### config.mk
export PLATFORM = sky130hd
export DESIGN_NAME = thumb_fetch_unit
export DESIGN_NICKNAME = d
export VERILOG_FILES = /design/src/rtl/cpu_pkg.sv /design/src/rtl/fetch_fifo.sv /design/src/rtl/thumb_fetch_unit.sv
export SDC_FILE = /design/constraint.sdc
export NUM_CORES = 1
export LEC_CHECK = 0
export CAP_MARGIN = 20
export CELL_PAD_IN_SITES_DETAIL_PLACEMENT = 1
export CELL_PAD_IN_SITES_GLOBAL_PLACEMENT = 1
export CORE_MARGIN = 10
export CORE_UTILIZATION = 46
export DETAILED_ROUTE_END_ITERATION = 8
export PLACE_DENSITY = 0.95
export SETUP_SLACK_MARGIN = 0.4
export SYNTH_ARGS = -nofsm -noshare
export SYNTH_HDL_FRONTEND = slang
export SYNTH_HIERARCHICAL = 1
export SYNTH_SLANG_ARGS = --single-unit
### constraint.sdc
create_clock -name clk -period 10.4 [get_ports clk]
set_input_delay 1.04 -clock clk [delete_from_list [all_inputs] [get_ports clk]]
set_output_delay 1.04 -clock clk [all_outputs]
set_load 0.1 [all_outputs]
### src/rtl/cpu_pkg.sv
`default_nettype none
// ============================================================================
// Module   : cpu_pkg
// Purpose  : Shared types and constants for the Thumb fetch/decode path,
//            plus the branch-target helper used by the fetch unit.
// Revision : 1.0  initial release
// ============================================================================
package cpu_pkg;

  // Decoder branch selector encoding
  typedef enum logic [1:0] {
    BR_BL     = 2'b00,
    BR_COND   = 2'b01,
    BR_UNCOND = 2'b10,
    BR_SEQ    = 2'b11
  } brsel_e;

  // Fetch state machine encoding
  typedef enum logic [1:0] {
    IDLE    = 2'b00,
    FETCH   = 2'b01,
    DISCARD = 2'b10
  } fetch_state_e;

  // Thumb NOP; what the decoder sees whenever no instruction is valid
  localparam logic [15:0] NOOP_INSTR = 16'hBF00;

  // Redirect target for an issued instruction; BX has priority over brSel.
  // PC-relative offsets are halfword counts, so they are sign-extended and
  // shifted left by one before being added to PC+4 (16-bit wrap).
  function automatic logic [15:0] branch_target(
    input logic [15:0] pc,
    input logic [15:0] instr,
    input brsel_e      sel,
    input logic        bx,
    input logic [15:0] bl_target,
    input logic [15:0] bx_target
  );
    if (bx) begin
      return {bx_target[15:1], 1'b0};
    end
    case (sel)
      BR_COND:   return pc + 16'd4 + {{7{instr[7]}}, instr[7:0], 1'b0};
      BR_UNCOND: return pc + 16'd4 + {{4{instr[10]}}, instr[10:0], 1'b0};
      default:   return bl_target;
    endcase
  endfunction

endpackage
`default_nettype wire

### src/rtl/fetch_fifo.sv
`default_nettype none
// ============================================================================
// Module   : fetch_fifo
// Purpose  : Small prefetch FIFO holding {pc, instr} entries. Head is read
//            combinationally; flush empties it and wins over push.
// Revision : 1.0  initial release
// ============================================================================
module fetch_fifo #(
  parameter int WIDTH = 32,
  parameter int DEPTH = 2
) (
  input  logic             clk,
  input  logic             rst_n,
  input  logic             i_push,
  input  logic [WIDTH-1:0] i_data,
  input  logic             i_pop,
  input  logic             i_flush,
  output logic             o_full,
  output logic             o_empty,
  output logic [WIDTH-1:0] o_head
);

  localparam int AW = $clog2(DEPTH);

  logic [WIDTH-1:0] r_mem [DEPTH];
  logic [AW-1:0]    r_wr_ptr;
  logic [AW-1:0]    r_rd_ptr;
  logic [AW:0]      r_count;
  logic             w_do_push;
  logic             w_do_pop;

  assign o_full    = (r_count == (AW+1)'(DEPTH));
  assign o_empty   = (r_count == '0);
  assign o_head    = r_mem[r_rd_ptr];
  // A push into a full FIFO is accepted only when the head leaves that cycle
  assign w_do_pop  = i_pop & ~o_empty;
  assign w_do_push = i_push & (~o_full | w_do_pop);

  // Storage, pointers and occupancy; flush discards everything
  always_ff @(posedge clk or negedge rst_n) begin
    if (!rst_n) begin
      for (int i = 0; i < DEPTH; i++) begin
        r_mem[i] <= '0;
      end
      r_wr_ptr <= '0;
      r_rd_ptr <= '0;
      r_count  <= '0;
    end else if (i_flush) begin
      r_wr_ptr <= '0;
      r_rd_ptr <= '0;
      r_count  <= '0;
    end else begin
      if (w_do_push) begin
        r_mem[r_wr_ptr] <= i_data;
        r_wr_ptr        <= r_wr_ptr + AW'(1);
      end
      if (w_do_pop) begin
        r_rd_ptr <= r_rd_ptr + AW'(1);
      end
      r_count <= r_count + (AW+1)'(w_do_push) - (AW+1)'(w_do_pop);
    end
  end

endmodule
`default_nettype wire

### src/rtl/thumb_fetch_unit.sv
`default_nettype none
// ============================================================================
// Module   : thumb_fetch_unit
// Purpose  : Thumb instruction fetch/issue stage. Fetches halfwords over a
//            single-outstanding req/ack port into a prefetch FIFO, issues the
//            FIFO head to decode and redirects on taken branches.
// Revision : 1.0  initial release
// ============================================================================
module thumb_fetch_unit #(
  parameter logic [15:0] RESET_PC   = 16'h0000,
  parameter int          FIFO_DEPTH = 2,
  parameter logic [15:0] NOOP_INSTR = cpu_pkg::NOOP_INSTR
) (
  input  logic        clk,
  input  logic        reset,
  output logic        imem_req,
  output logic [15:0] imem_addr,
  input  logic        imem_ack,
  input  logic [15:0] imem_rdata,
  output logic        instr_valid,
  input  logic        instr_ready,
  output logic [15:0] instr,
  output logic [15:0] PC,
  input  logic [1:0]  brSel,
  input  logic        brEx,
  input  logic [15:0] br_target,
  input  logic [15:0] bx_target
);

  import cpu_pkg::*;

  fetch_state_e r_state;
  fetch_state_e w_state_nxt;
  logic [15:0]  r_fetch_pc;
  logic [15:0]  w_fetch_pc_nxt;
  logic [15:0]  r_redir_pc;
  logic [15:0]  w_redir_pc_nxt;
  logic         w_req;
  logic         w_push;
  logic         w_full;
  logic         w_empty;
  logic [31:0]  w_head;
  logic         w_issue;
  logic         w_redirect;
  logic [15:0]  w_target;
  brsel_e       w_sel;

  assign w_sel      = brsel_e'(brSel);
  assign w_issue    = ~w_empty & instr_ready;
  assign w_redirect = w_issue & (brEx | (w_sel != BR_SEQ));
  assign w_target   = branch_target(w_head[31:16], w_head[15:0], w_sel, brEx,
                                    br_target, bx_target);

  assign imem_req    = w_req;
  assign imem_addr   = r_fetch_pc;
  assign instr_valid = ~w_empty;
  assign instr       = w_empty ? NOOP_INSTR : w_head[15:0];
  assign PC          = w_empty ? RESET_PC : w_head[31:16];

  fetch_fifo #(
    .WIDTH (32),
    .DEPTH (FIFO_DEPTH)
  ) u_fifo (
    .clk     (clk),
    .rst_n   (reset),
    .i_push  (w_push),
    .i_data  ({r_fetch_pc, imem_rdata}),
    .i_pop   (w_issue),
    .i_flush (w_redirect),
    .o_full  (w_full),
    .o_empty (w_empty),
    .o_head  (w_head)
  );

  // Fetch state register
  always_ff @(posedge clk or negedge reset) begin
    if (!reset) begin
      r_state <= IDLE;
    end else begin
      r_state <= w_state_nxt;
    end
  end

  // Fetch address and pending-redirect target registers
  always_ff @(posedge clk or negedge reset) begin
    if (!reset) begin
      r_fetch_pc <= RESET_PC;
      r_redir_pc <= RESET_PC;
    end else begin
      r_fetch_pc <= w_fetch_pc_nxt;
      r_redir_pc <= w_redir_pc_nxt;
    end
  end

  // Next-state, request and push decode. A redirect with no request in
  // flight (idle, or acked this very cycle) starts the target fetch at once;
  // with a request still outstanding the old response must be absorbed first.
  always_comb begin
    w_state_nxt    = r_state;
    w_fetch_pc_nxt = r_fetch_pc;
    w_redir_pc_nxt = r_redir_pc;
    w_req          = 1'b0;
    w_push         = 1'b0;
    case (r_state)
      IDLE: begin
        if (w_redirect) begin
          w_fetch_pc_nxt = w_target;
          w_state_nxt    = FETCH;
        end else if (!w_full) begin
          w_state_nxt = FETCH;
        end
      end
      FETCH: begin
        w_req = 1'b1;
        if (imem_ack) begin
          if (w_redirect) begin
            w_fetch_pc_nxt = w_target;
            w_state_nxt    = FETCH;
          end else begin
            w_push         = 1'b1;
            w_fetch_pc_nxt = r_fetch_pc + 16'd2;
            w_state_nxt    = IDLE;
          end
        end else if (w_redirect) begin
          w_redir_pc_nxt = w_target;
          w_state_nxt    = DISCARD;
        end
      end
      DISCARD: begin
        w_req = 1'b1;
        if (imem_ack) begin
          w_fetch_pc_nxt = r_redir_pc;
          w_state_nxt    = IDLE;
        end
      end
      default: begin
        w_state_nxt = IDLE;
      end
    endcase
  end

endmodule
`default_nettype wire

Word-level counts from Yosys, hierarchy flattened --
Cells that the tools add are included.
Storage, ports and cells: register bits 102, logic and storage cells 86, input bits 55, output and inout bits 50
Operators by class: eq/ne operators 11, order comparisons 3, bitwise operators 12, add/subtract/negate cells 8, reduce and logical (&&, ||, !) cells 11, muxes and demuxes 33
Operators by type and width (number):
- $mux W16 | 8
- $mux W32 | 4
- $bwmux W64 | 1
- $pmux W16 S3 | 1
- $add A16 B16 Y16 | 2
- $demux W32 S1 | 1
- $pmux W16 S2 | 1
- $add A16 B2 Y16 const B | 1
- $add A16 B3 Y16 const B | 1
- $mux W2 | 6
- $mux W1 | 10
- $eq A2 B2 Y1 const B | 3
- $ne A2 B2 Y1 const B | 3
- $ne A3 B2 Y1 const B | 2
- $pmux W2 S3 | 1
- $reduce_and A3 Y1 | 2
- $and A1 B1 Y1 | 4
- $eq A2 B1 Y1 const B | 2
- $ge A2 B2 Y1 const B | 2
- $logic_not A2 Y1 | 2
- $not A1 Y1 | 4
- $not A1 Y2 | 2
- $reduce_and A4 Y1 | 1
- $reduce_bool A2 Y1 | 2
- other kinds (10) | 12

Logic depth before layout (Yosys ltp) --
depth after elaboration 11, gate-level depth with buffers 16, gate-level depth less buffers 14

Cells and area by module --
The synthesis kept the hierarchy.
Modules (own cells, without submodules):
- thumb_fetch_unit | instances 1, area an instance 3505.9 um2, cells each 450, seq. area each 850.8 um2
- fetch_fifo | instances 1, area an instance 3106.7 um2, cells each 195, seq. area each 1701.6 um2

Worst setup path before layout --
No wires, ideal clock.
path kind reg-to-output, from reg u_fifo.r_rd_ptr, to out PC[3], buffers on the path 2, data arrival time 2519 ps, stages on the path, launching flop included 5, slack 6841 ps, data required time 9360 ps, path through dfrtp_1 -> clkbuf_1 -> clkbuf_1 -> mux2_2 -> nor2b_1
Between the ends: word-level cells in the longest chain between the ends 5
RTL lines:
- start: declaration | line fetch_fifo.sv:27 | logic [AW-1:0] r_rd_ptr;
- start signal: assignment | line fetch_fifo.sv:58 | r_rd_ptr <= r_rd_ptr + AW'(1);
- $not A1 Y2 (not written as such) | line fetch_fifo.sv:34 | assign o_head = r_mem[r_rd_ptr];
- $mux W32 (not written as such) (3 in a row) | line fetch_fifo.sv:34
- net w_head[19] | line thumb_fetch_unit.sv:42 | logic [31:0] w_head;
- $mux W16 | line thumb_fetch_unit.sv:58 | assign PC = w_empty ? RESET_PC : w_head[31:16];
- end: declaration | line thumb_fetch_unit.sv:23 | output logic [15:0] PC,
The timed path passes the listed nets, and every way through them passes these cells. The select of a mux whose other input is x is not followed.

Final worst setup path --
from reg u_fifo.r_rd_ptr, to reg r_fetch_pc[13], in the netlist imem_addr[13]
Between the ends: word-level cells in the longest chain between the ends 11, elaborated cells between the ends (all ways) 13, classes of those cells add/sub (3); mux (9); bitwise (1)
RTL lines:
- $not A1 Y2 (not written as such) * | line fetch_fifo.sv:34
- $mux W32 (not written as such) * (3 in a row) | line fetch_fifo.sv:34
- net w_head[20] | line thumb_fetch_unit.sv:42
- $add A16 B3 Y16 * | line cpu_pkg.sv:43, cpu_pkg.sv:44
- $add A16 B16 Y16, on equally long branches | line cpu_pkg.sv:44, cpu_pkg.sv:43
- $pmux W16 S2 * | line cpu_pkg.sv:42 | case (sel)
- $mux W16 * | line cpu_pkg.sv:42
- $mux W16 | line thumb_fetch_unit.sv:116 | if (w_redirect) begin
- $mux W16 | line thumb_fetch_unit.sv:115 | if (imem_ack) begin
- $pmux W16 S3 * | line thumb_fetch_unit.sv:104 | case (r_state)
- end signal: assignment | line thumb_fetch_unit.sv:90 | r_fetch_pc <= w_fetch_pc_nxt;
- end: declaration | line thumb_fetch_unit.sv:34 | logic [15:0] r_fetch_pc;
The timed path passes the listed nets; every way through them passes the cells marked *. The select of a mux whose other input is x is not followed. A chain may end at the register's enable or synchronous reset.

==> results_dict.tcl <==
set metrics [dict create \
    grt_pass1_vias 6078 \
    relSlewSlack 0.298 \
    fin_tns_setup_ns 0 \
    yosys.cell_types.count 72 \
    syn2layout_area_growth_pct 21.7 \
    start_util 0.473 \
    dieArea_um2 19600 \
    drtPass1Iterations 5 \
    synth_nets 727 \
    crit_end "imem_addr[13]$_DFFE_PN0P_" \
    timing.rr.end "imem_addr[13]$_DFFE_PN0P_" \
    synth-edff-count 0 \
    clock_sink_count 102 \
    fmax_mhz 234 \
    drc 0 \
    grt_first_pass_wirelength_um 34400 \
    period_minus_slack_ns 4.28 \
    cp.arrival_ns 4.55 \
    setup_viol 0 \
    cp-startpoint "u_fifo/r_rd_ptr$_DFFE_PN0P_" \
    htree_levels 3 \
    synth_area_leaders "dfrtp_1, mux2_2, mux2_4" \
    avgViaCountPerCell 5.99 \
    ctsResizeCount 0 \
    async_reset_ff_frac 1.00 \
    coreArea_um2 14000 \
    numCtsBuffers 9 \
    ys.flop_type "dfrtp_1" \
    r2r_cells 14 \
    diodes 0 \
    num_rows 43 \
    endpoint_kind "flip-flop" \
    place_congestion 0.858 \
    ys_seq_area_frac 0.386 \
    synth_warnings 6 \
    synth_top_cell_by_area "dfrtp_1" \
    cts.hold.buffers_added 0 \
    dpl.cell_count 905 \
    worst_pin_slew_ns 1.05 \
    design.portCount 105 \
    cts_root_buf "clkbuf_16" \
    hold_class "reg2reg" \
    period_share 0.411 \
    grt_max_degree 68 \
    die_y_um 140 \
    drt_iter0_drc 413 \
    netlist_area_um2 6610 \
    syn_inst 645 \
    path_clk_slew_ns 0.08 \
    synthTopCellsByCount "dfrtp_1, mux2_2, nand2_1" \
    path_max_fanout 31 \
    drt_wl_total_um 21900 \
    post_cts_buffers 0 \
    fin_worst_skew_ns 0.0102 \
    max_cap_violations 0 \
    track_usage 0.218 \
    cp-start-kind "flip-flop" \
    detail_route.wl_per_cell_um 23.7 \
    timing.rr.start "u_fifo/r_rd_ptr$_DFFE_PN0P_" \
    num_vias 5521 \
    drive_above_1_share 0.202 \
    finalHoldViolCount 0 \
    synth-seq-cells 102 \
    status "finished, final reports clean" \
    synth_most_common_cell "dfrtp_1" \
    worst-setup-path-type "reg2reg" \
    slew_viol_final 0 \
    cts_tree "yes" \
    rrSetupSlack_ns 6.12 \
    worstPathRequired_ns 10.68 \
    antenna_found_initial 0 \
    fin_cells 922 \
    grt_overflow 0 \
    clock_latency_ns 0.36 \
    layout.nets 819 \
    ant_nets 0 \
    portBuffers 103 \
    avgSynthCellArea_um2 10.3 \
    dieWidth_um 140 \
    dp_hpwl_um 16500 \
    clockBufferDepth 2 \
    rsz0062_at_grt "false" \
    synth_top_area_share 0.386 \
]
-- cells by family (layout without fill, tap and decap cells) --
family                   after synthesis  count (layout)  share of synthesized area
XOR/XNOR                              31              31                     0.0411
adder cells (fa/ha/maj)               27              27                     0.0522
flip-flops                           102             102                      0.386
multiplexers                         109             109                      0.201
AND/OR/NAND/NOR                      191             191                      0.150
buffers and inverters                 50             147                     0.0365
AO/OA/AOI/OAI                        135             135                      0.133
-- layout make-up --
| cell class | instances | area [um^2] |
|---|---|---|
| timing repair buffer | 110 | 1090 |
| multi-input combinational | 493 | 3820 |
| clock inverter | 6 | 46.3 |
| sequential | 102 | 2550 |
| tap | 180 | 225 |
| inverter | 21 | 78.8 |
| clock buffer | 10 | 229 |
| fill | 1517 | 5940 |
-- stage by stage --
| stage | setup slack [ns] | hold WS (ns) | util | cell area (um^2) |
|---|---|---|---|---|
| 2_1_floorplan | 6.84 | 0.448 | - | 6610 |
| 3_3_place_gp | 6.21 | 0.461 | 0.554 | 7750 |
| 3_5_place_dp | 6.09 | 0.480 | 0.554 | 7750 |
| 4_1_cts | 6.14 | 0.497 | 0.574 | 8030 |
| 5_1_grt | 5.78 | 0.516 | 0.575 | 8050 |
| 6_report | 6.12 | 0.501 | 0.575 | 8050 |
-- worst min path at each step --
stage                                from                          to  depth (start not counted)
4_1_cts         r_redir_pc[7]$_DFFE_PN0P_   r_redir_pc[7]$_DFFE_PN0P_                          2
5_1_grt         r_redir_pc[7]$_DFFE_PN0P_   r_redir_pc[7]$_DFFE_PN0P_                          2
2_1_floorplan  r_redir_pc[14]$_DFFE_PN0P_  r_redir_pc[14]$_DFFE_PN0P_                          2
3_3_place_gp   r_redir_pc[11]$_DFFE_PN0P_  r_redir_pc[11]$_DFFE_PN0P_                          2
3_5_place_dp    r_redir_pc[7]$_DFFE_PN0P_   r_redir_pc[7]$_DFFE_PN0P_                          2
6_report        r_redir_pc[7]$_DFFE_PN0P_   r_redir_pc[7]$_DFFE_PN0P_                          2
-- layer usage --
| layer | wire length [um] | vias to the layer above | track usage |
|---|---|---|---|
| met5 | 0 | - | 0 |
| met4 | 471 | 0 | 0.0658 |
| met3 | 1480 | 36 | 0.0534 |
| met2 | 10800 | 214 | 0.371 |
| met1 | 9160 | 2793 | 0.267 |
| li1 | - | 2478 | - |
-- worst max-delay path: stages, from the launching register on --
cell and delay, ns:
dfrtp_1 0.42, buf_4 0.43, mux2_2 0.34, and3_1 0.24, and3_1 0.28, nand3_1 0.20, nor2_1 0.16, xor2_1 0.24
ha_1 0.37, o21ai_0 0.25, o21bai_1 0.14, a221o_1 0.37, o31ai_1 0.43, o21ai_1 0.14, a21oi_1 0.17
-- cell usage in the layout, fill, tap and decap left out, types with 6 or more instances in the layout --
| cell | count |
|---|---|
| dfrtp_1 | 102 |
| xnor2_1 | 21 |
| nor2b_1 | 26 |
| and3_1 | 6 |
| mux2_2 | 72 |
| nand4_1 | 8 |
| a211oi_1 | 7 |
| ha_1 | 26 |
| nand3_1 | 19 |
| buf_4 | 7 |
| clkbuf_16 | 9 |
| nor2_1 | 42 |
| inv_1 | 21 |
| or2_2 | 7 |
| mux2i_1 | 7 |
| a21oi_1 | 27 |
| xor2_1 | 10 |
| mux2_4 | 30 |
| nand2_1 | 53 |
| clkdlybuf4s50_1 | 102 |
| o31ai_1 | 7 |
| o21ai_0 | 39 |
| o21a_1 | 7 |
-- registers in the layout, summed over array words and instances, names as in the netlist --
signal,count
imem_addr,16
r_redir_pc,16
r_state,2
u_fifo/r_count,2
u_fifo/r_mem,64
u_fifo/r_rd_ptr,1
u_fifo/r_wr_ptr,1
Power is left out: the tool's default activity adds up to more than one toggle a clock period on the data nets, which glitch-free logic cannot reach.
==> RTL change 1 (config.mk and constraints unchanged) <==
Re-encode `fetch_state_e` (3 states) as one-hot, 3 bits wide.
--- a/src/rtl/cpu_pkg.sv
+++ b/src/rtl/cpu_pkg.sv
@@ -16,10 +16,10 @@
   } brsel_e;
 
   // Fetch state machine encoding
-  typedef enum logic [1:0] {
-    IDLE    = 2'b00,
-    FETCH   = 2'b01,
-    DISCARD = 2'b10
+  typedef enum logic [2:0] {
+    IDLE    = 3'b001,
+    FETCH   = 3'b010,
+    DISCARD = 3'b100
   } fetch_state_e;
 
   // Thumb NOP; what the decoder sees whenever no instruction is valid
Formal check against the unedited RTL: same outputs for any inputs over 4 cycles, from zero or initial values and one cycle with reset low; so few cycles prove little.
==> RTL change 1 against the original RTL <==
Sequential share of layout area is 0.75 points higher; worst setup slack worse by 0.27 ns; final cell count is 1.8% lower; register-to-register slack better by 0.03 ns; global-route usage is 0.54 points lower; clock skew hardly changed; area after synthesis is 1.6% lower; wire length is 4.0% lower; cell area is 1.3% lower; sequential cell count is 1 higher; first-iteration DRC count is 4.4% lower.
Power is not shown: default switching activity piles up to over one toggle a cycle in this logic, so the estimate is an artifact.
==> RTL change 1: results (changes against the original RTL) <==
Outcome = completed
Crit path max fanout = 13 (-58%)
Netlist cell types = 65 (-9.7%)
Flop2flop setup slack = 6.15 ns (+0.03 ns)
Worst path max stage delay = 1.16 ns (+0.73 ns)
Fin Clk Skew = 0.0105 ns (+0.000281 ns)
Max reg flops = 64 (unchanged)
Antenna violations before repair = 1 (+1)
CTS Root Cell = clkbuf_16
Post-CTS setup buffer count = 0 (unchanged)
Async set-reset flop share out of synthesis = 1.00 (unchanged)
Post-CTS Resized = 0 (unchanged)
Commonest cells in the netlist = dfrtp_1 (102), mux2_2 (71), nand2_1 (46)
Warnings from Yosys = 6 (unchanged)
Layout cells sized above 1 = 0.199 (-0.00326)
Via/cell ratio = 6.02 (+0.46%)
CTS H-tree lvls = 3 (unchanged)
CTS clock-pin slew for the worst setup and hold paths = 0.06 ns (-0.02 ns)
Fillers = 1477 (-2.6%)
Met3 WL = 1.30 mm (-12%)
CP Class = reg -> out
All-layer global routing usage = 0.213 (-0.00535)
Worst r2r dst = imem_addr[9]$_DFFE_PN0P_
Final GP Congestion = 0.911 (+6.2%)
Max Buffers Root-to-Sink = 2 (unchanged)
Initial DRC count = 395 (-4.4%)
DR WL/cell = 23.2 µm (-2.2%)
Vias in the first global route = 5958 (-2.0%)
PortBufs = 103 (unchanged)
Top routing layer used = met4
Met2 WL post-DR = 10.3 mm (-4.0%)
R2r startpoint = u_fifo/r_rd_ptr$_DFFE_PN0P_
Post-layout net count = 797 (-2.7%)
Slowest CP cell = clkdlybuf4s50_1
DP Area = 0.00765 mm² (-1.3%)
Post-DP HPWL = 15.6 mm (-5.5%)
Crit-path leading delay family = buffers and inverters
Clk_lat worst skew = 0.36 ns (about the same)
R2R cell count = 14 (unchanged)
Die area = 0.0193 mm² (-1.3%)
Largest register by flop count = u_fifo/r_mem
DR pass1 iterations = 5 (unchanged)
Ranking of synthesized cells by area = dfrtp_1 (39%), mux2_2 (12%), mux2_4 (6.9%), ha_1 (4.2%), xnor2_1 (3.2%)
Hold Path Depth = 2 (unchanged)
Max-slew headroom = 0.290 (-0.00827)
Max cap viols = 0 (unchanged)
Hold path endpoint = r_redir_pc[14]$_DFFE_PN0P_
Sequential area share after synthesis = 0.396 (+0.0102)
Crit path DAT = 3.51 ns (-1.04 ns)
First-pass GRT wire length = 33.5 mm (-2.7%)
Hold path start = r_redir_pc[14]$_DFFE_PN0P_
Largest net degree at the start of global routing = 78 (+15%)
Syn_nets = 706 (-2.9%)
Metal1 wirelength = 8.86 mm (-3.3%)
Num CTS Buffers = 9 (unchanged)
## RTL change 1: cell count changes after synthesis, sizes merged, moves of 5 or more
cell    before  now
nor2b       28   33
nand2       54   46
o21ai       42   25
nand2b       3   13
a31oi        1    6
o211ai       5   10
a21oi       29   39
a211oi       7    2
## RTL change 1: layout make-up
class                      instances  area, µm²  share of cell area
tap                              180        225              0.0284
antenna                            1       2.50            0.000315
clock inverter                     4       31.3             0.00394
timing repair buffer             109       1090               0.137
inverter                          17       63.8             0.00803
sequential                       103       2580               0.325
clock buffer                      12        236              0.0298
multi-input combinational        479       3720               0.468
## RTL change 1: cell families (layout without fill, tap and decap cells)
kind of cell | after synthesis | in the layout | share of synthesized area
flip-flops | 103 | 103 | 0.396
adder cells (fa/ha/maj) | 23 | 23 | 0.0454
XOR/XNOR | 37 | 37 | 0.0498
multiplexers | 107 | 107 | 0.201
AND/OR/NAND/NOR | 183 | 183 | 0.145
other | 0 | 1 | 0
AO/OA/AOI/OAI | 129 | 129 | 0.129
buffers and inverters | 46 | 142 | 0.0331
## RTL change 1: worst max path at each step
stage / startpoint / to / slack (ns)
detailed placement: brSel[1] / u_fifo/r_mem[28]$_DFFE_PN0P_ / 5.76
floorplan: u_fifo/r_rd_ptr$_DFFE_PN0P_ / PC[3] / 6.85
global route: r_state[2]$_DFFE_PN0P_ / imem_req / 5.77
global placement: brSel[1] / u_fifo/r_mem[28]$_DFFE_PN0P_ / 5.92
CTS: r_state[2]$_DFFE_PN0P_ / imem_req / 5.95
finish: r_state[2]$_DFFE_PN0P_ / imem_req / 5.85
## RTL change 1: worst register-to-register path, stage by stage (launching register included)
cell and delay (ns):
dfrtp_1 0.37, buf_4 0.42, mux2_2 0.51, ha_1 0.31
nand3_1 0.13, xnor2_1 0.18, ha_1 0.32, a21oi_1 0.15
nand2_1 0.09, o21a_1 0.24, o21ai_0 0.33, a2111oi_0 0.20
a31oi_1 0.46, o2111ai_1 0.26, a31oi_1 0.21
## RTL change 1: through the flow
stage / setup WS (ns) / std cells / hold slack (ns)
after global placement: 5.92 / 887 / 0.458
after detailed placement: 5.76 / 887 / 0.482
after global routing: 5.77 / 904 / 0.527
after floorplan: 6.85 / 628 / 0.443
after CTS: 5.95 / 903 / 0.502
final: 5.85 / 905 / 0.503
## RTL change 1: metal layers
layer | track usage | vias up
met5 | 0 | -
met4 | 0.0725 | 0
met3 | 0.0438 | 40
met2 | 0.365 | 208
met1 | 0.259 | 2779
li1 | - | 2417
==> RTL change 2 (config.mk and constraints unchanged) <==
Made on the original files. Register the inputs `br_target` and `bx_target` before use, with the module's reset. The logic sees them one clock later. The other inputs are not delayed to match.
--- a/src/rtl/thumb_fetch_unit.sv
+++ b/src/rtl/thumb_fetch_unit.sv
@@ -29,6 +29,19 @@
 
   import cpu_pkg::*;
 
+  logic [15:0] br_target_q;
+  logic [15:0] bx_target_q;
+
+  always_ff @(posedge clk or negedge reset) begin
+    if (!reset) begin
+      br_target_q <= '0;
+      bx_target_q <= '0;
+    end else begin
+      br_target_q <= br_target;
+      bx_target_q <= bx_target;
+    end
+  end
+
   fetch_state_e r_state;
   fetch_state_e w_state_nxt;
   logic [15:0]  r_fetch_pc;
@@ -49,7 +62,7 @@
   assign w_issue    = ~w_empty & instr_ready;
   assign w_redirect = w_issue & (brEx | (w_sel != BR_SEQ));
   assign w_target   = branch_target(w_head[31:16], w_head[15:0], w_sel, brEx,
-                                    br_target, bx_target);
+                                    br_target_q, bx_target_q);
 
   assign imem_req    = w_req;
   assign imem_addr   = r_fetch_pc;
Formal check against the unedited RTL: not equivalent (a bounded check fails within 4 cycles, from zero or initial values and one cycle with reset low).
==> RTL change 2 against the original RTL <==
Sequential cell count is 31 higher; synthesized cell count is 3.9% higher; final cell count is 8.0% higher; critical path depth is 1 lower; worst setup slack worse by 0.11 ns; wire length is 6.0% higher; area after synthesis is 11% higher; cell area is 13% higher; critical endpoint is now imem_addr[12]$_DFFE_PN0P_.
Power is not shown: default switching activity piles up to over one toggle a cycle in this logic, so the estimate is an artifact.
==> RTL change 2: results (changes against the original RTL) <==
CTS H-tree lvls = 4 (+1)
Sequential area share after synthesis = 0.455 (+0.0690)
CTS clock-pin slew for the worst setup and hold paths = 0.06 ns (-0.02 ns)
Dpl cells = 963 (+6.4%)
Clk_lat worst skew = 0.43 ns (+0.07 ns)
Ranking of synthesized cells by area = dfrtp_1 (46%), mux2_2 (11%), mux2_4 (6.2%), ha_1 (4.4%), nand2_1 (3.1%)
Outcome = completed
Crit path max fanout = 32 (+3.2%)
All-layer global routing usage = 0.218 (about the same)
Initial DRC count = 405 (-1.9%)
Post-DP HPWL = 16.7 mm (+1.1%)
CP endpoint = imem_addr[12]$_DFFE_PN0P_
Crit path DAT = 4.73 ns (+0.18 ns)
Max-slew headroom = 0.321 (+0.0234)
Final GP Congestion = 0.901 (+5.0%)
Slowest CP cell = o311ai_0
Synth Area in Compound Gates = 0.112 (-0.0206)
Post-Synth Adder-Cell Area = 0.0472 (-0.00501)
Worst path max stage delay = 0.56 ns (+0.13 ns)
Netlist cell types = 64 (-11%)
Drt total wl = 23.2 mm (+6.0%)
Fin Clk Skew = 0.00914 ns (-0.00107 ns)
Hold_ws = 0.483 ns (-0.0178 ns)
Mux cell area share after synthesis = 0.178 (-0.0236)
Fillers = 1647 (+8.6%)
Layout cells sized above 1 = 0.197 (-0.00472)
First-pass GRT wire length = 37.1 mm (+7.7%)
Crit share post-route = 0.421 (+0.0102)
Via Count = 5797 (+5.0%)
Post-layout net count = 849 (+3.7%)
Vias in the first global route = 6481 (+6.6%)
Syn_nets = 752 (+3.4%)
[RTL change 2: cell count changes in the layout (fill, tap and decap cells not counted), moves of 4 or more]
cell / unedited run / this run
a21oi_1: 27 / 36
a31oi_1: 1 / 8
bufinv_16: 0 / 4
clkbuf_16: 9 / 17
dfrtp_1: 102 / 133
inv_1: 21 / 15
nand2_1: 53 / 60
o21a_1: 7 / 2
o21ai_0: 39 / 22
[RTL change 2: final cells by class]
| cell class | count | area (µm²) | area share |
|---|---|---|---|
| clock inverter | 9 | 150 | 0.0164 |
| timing repair buffer | 109 | 1090 | 0.119 |
| tap | 216 | 270 | 0.0296 |
| inverter | 16 | 60.1 | 0.00658 |
| multi-input combinational | 490 | 3770 | 0.413 |
| sequential | 133 | 3330 | 0.365 |
| clock buffer | 23 | 468 | 0.0513 |
[RTL change 2: routing by layer]
metal,global-route usage,vias up,wire length [µm]
li1,-,2579,-
met1,0.259,2978,9530
met2,0.373,200,11800
met3,0.0501,40,1230
met4,0.0921,0,643
met5,0,-,0
[RTL change 2: worst max-delay path: cells and delay by family (launching register included)]
family | cells | cell delay [ns]
compound gates | 4 | 1.44
xor+xnor | 1 | 0.25
buf+inv | 1 | 0.42
flops | 1 | 0.37
fa+ha+maj | 1 | 0.32
simple gates | 5 | 1.13
mux | 1 | 0.33
[RTL change 2: through the flow]
stage,area (µm²),util
after floorplan,7310,-
after global placement,8490,0.540
after detailed placement,8490,0.540
after CTS,9110,0.580
after global routing,9130,0.581
final,9130,0.581
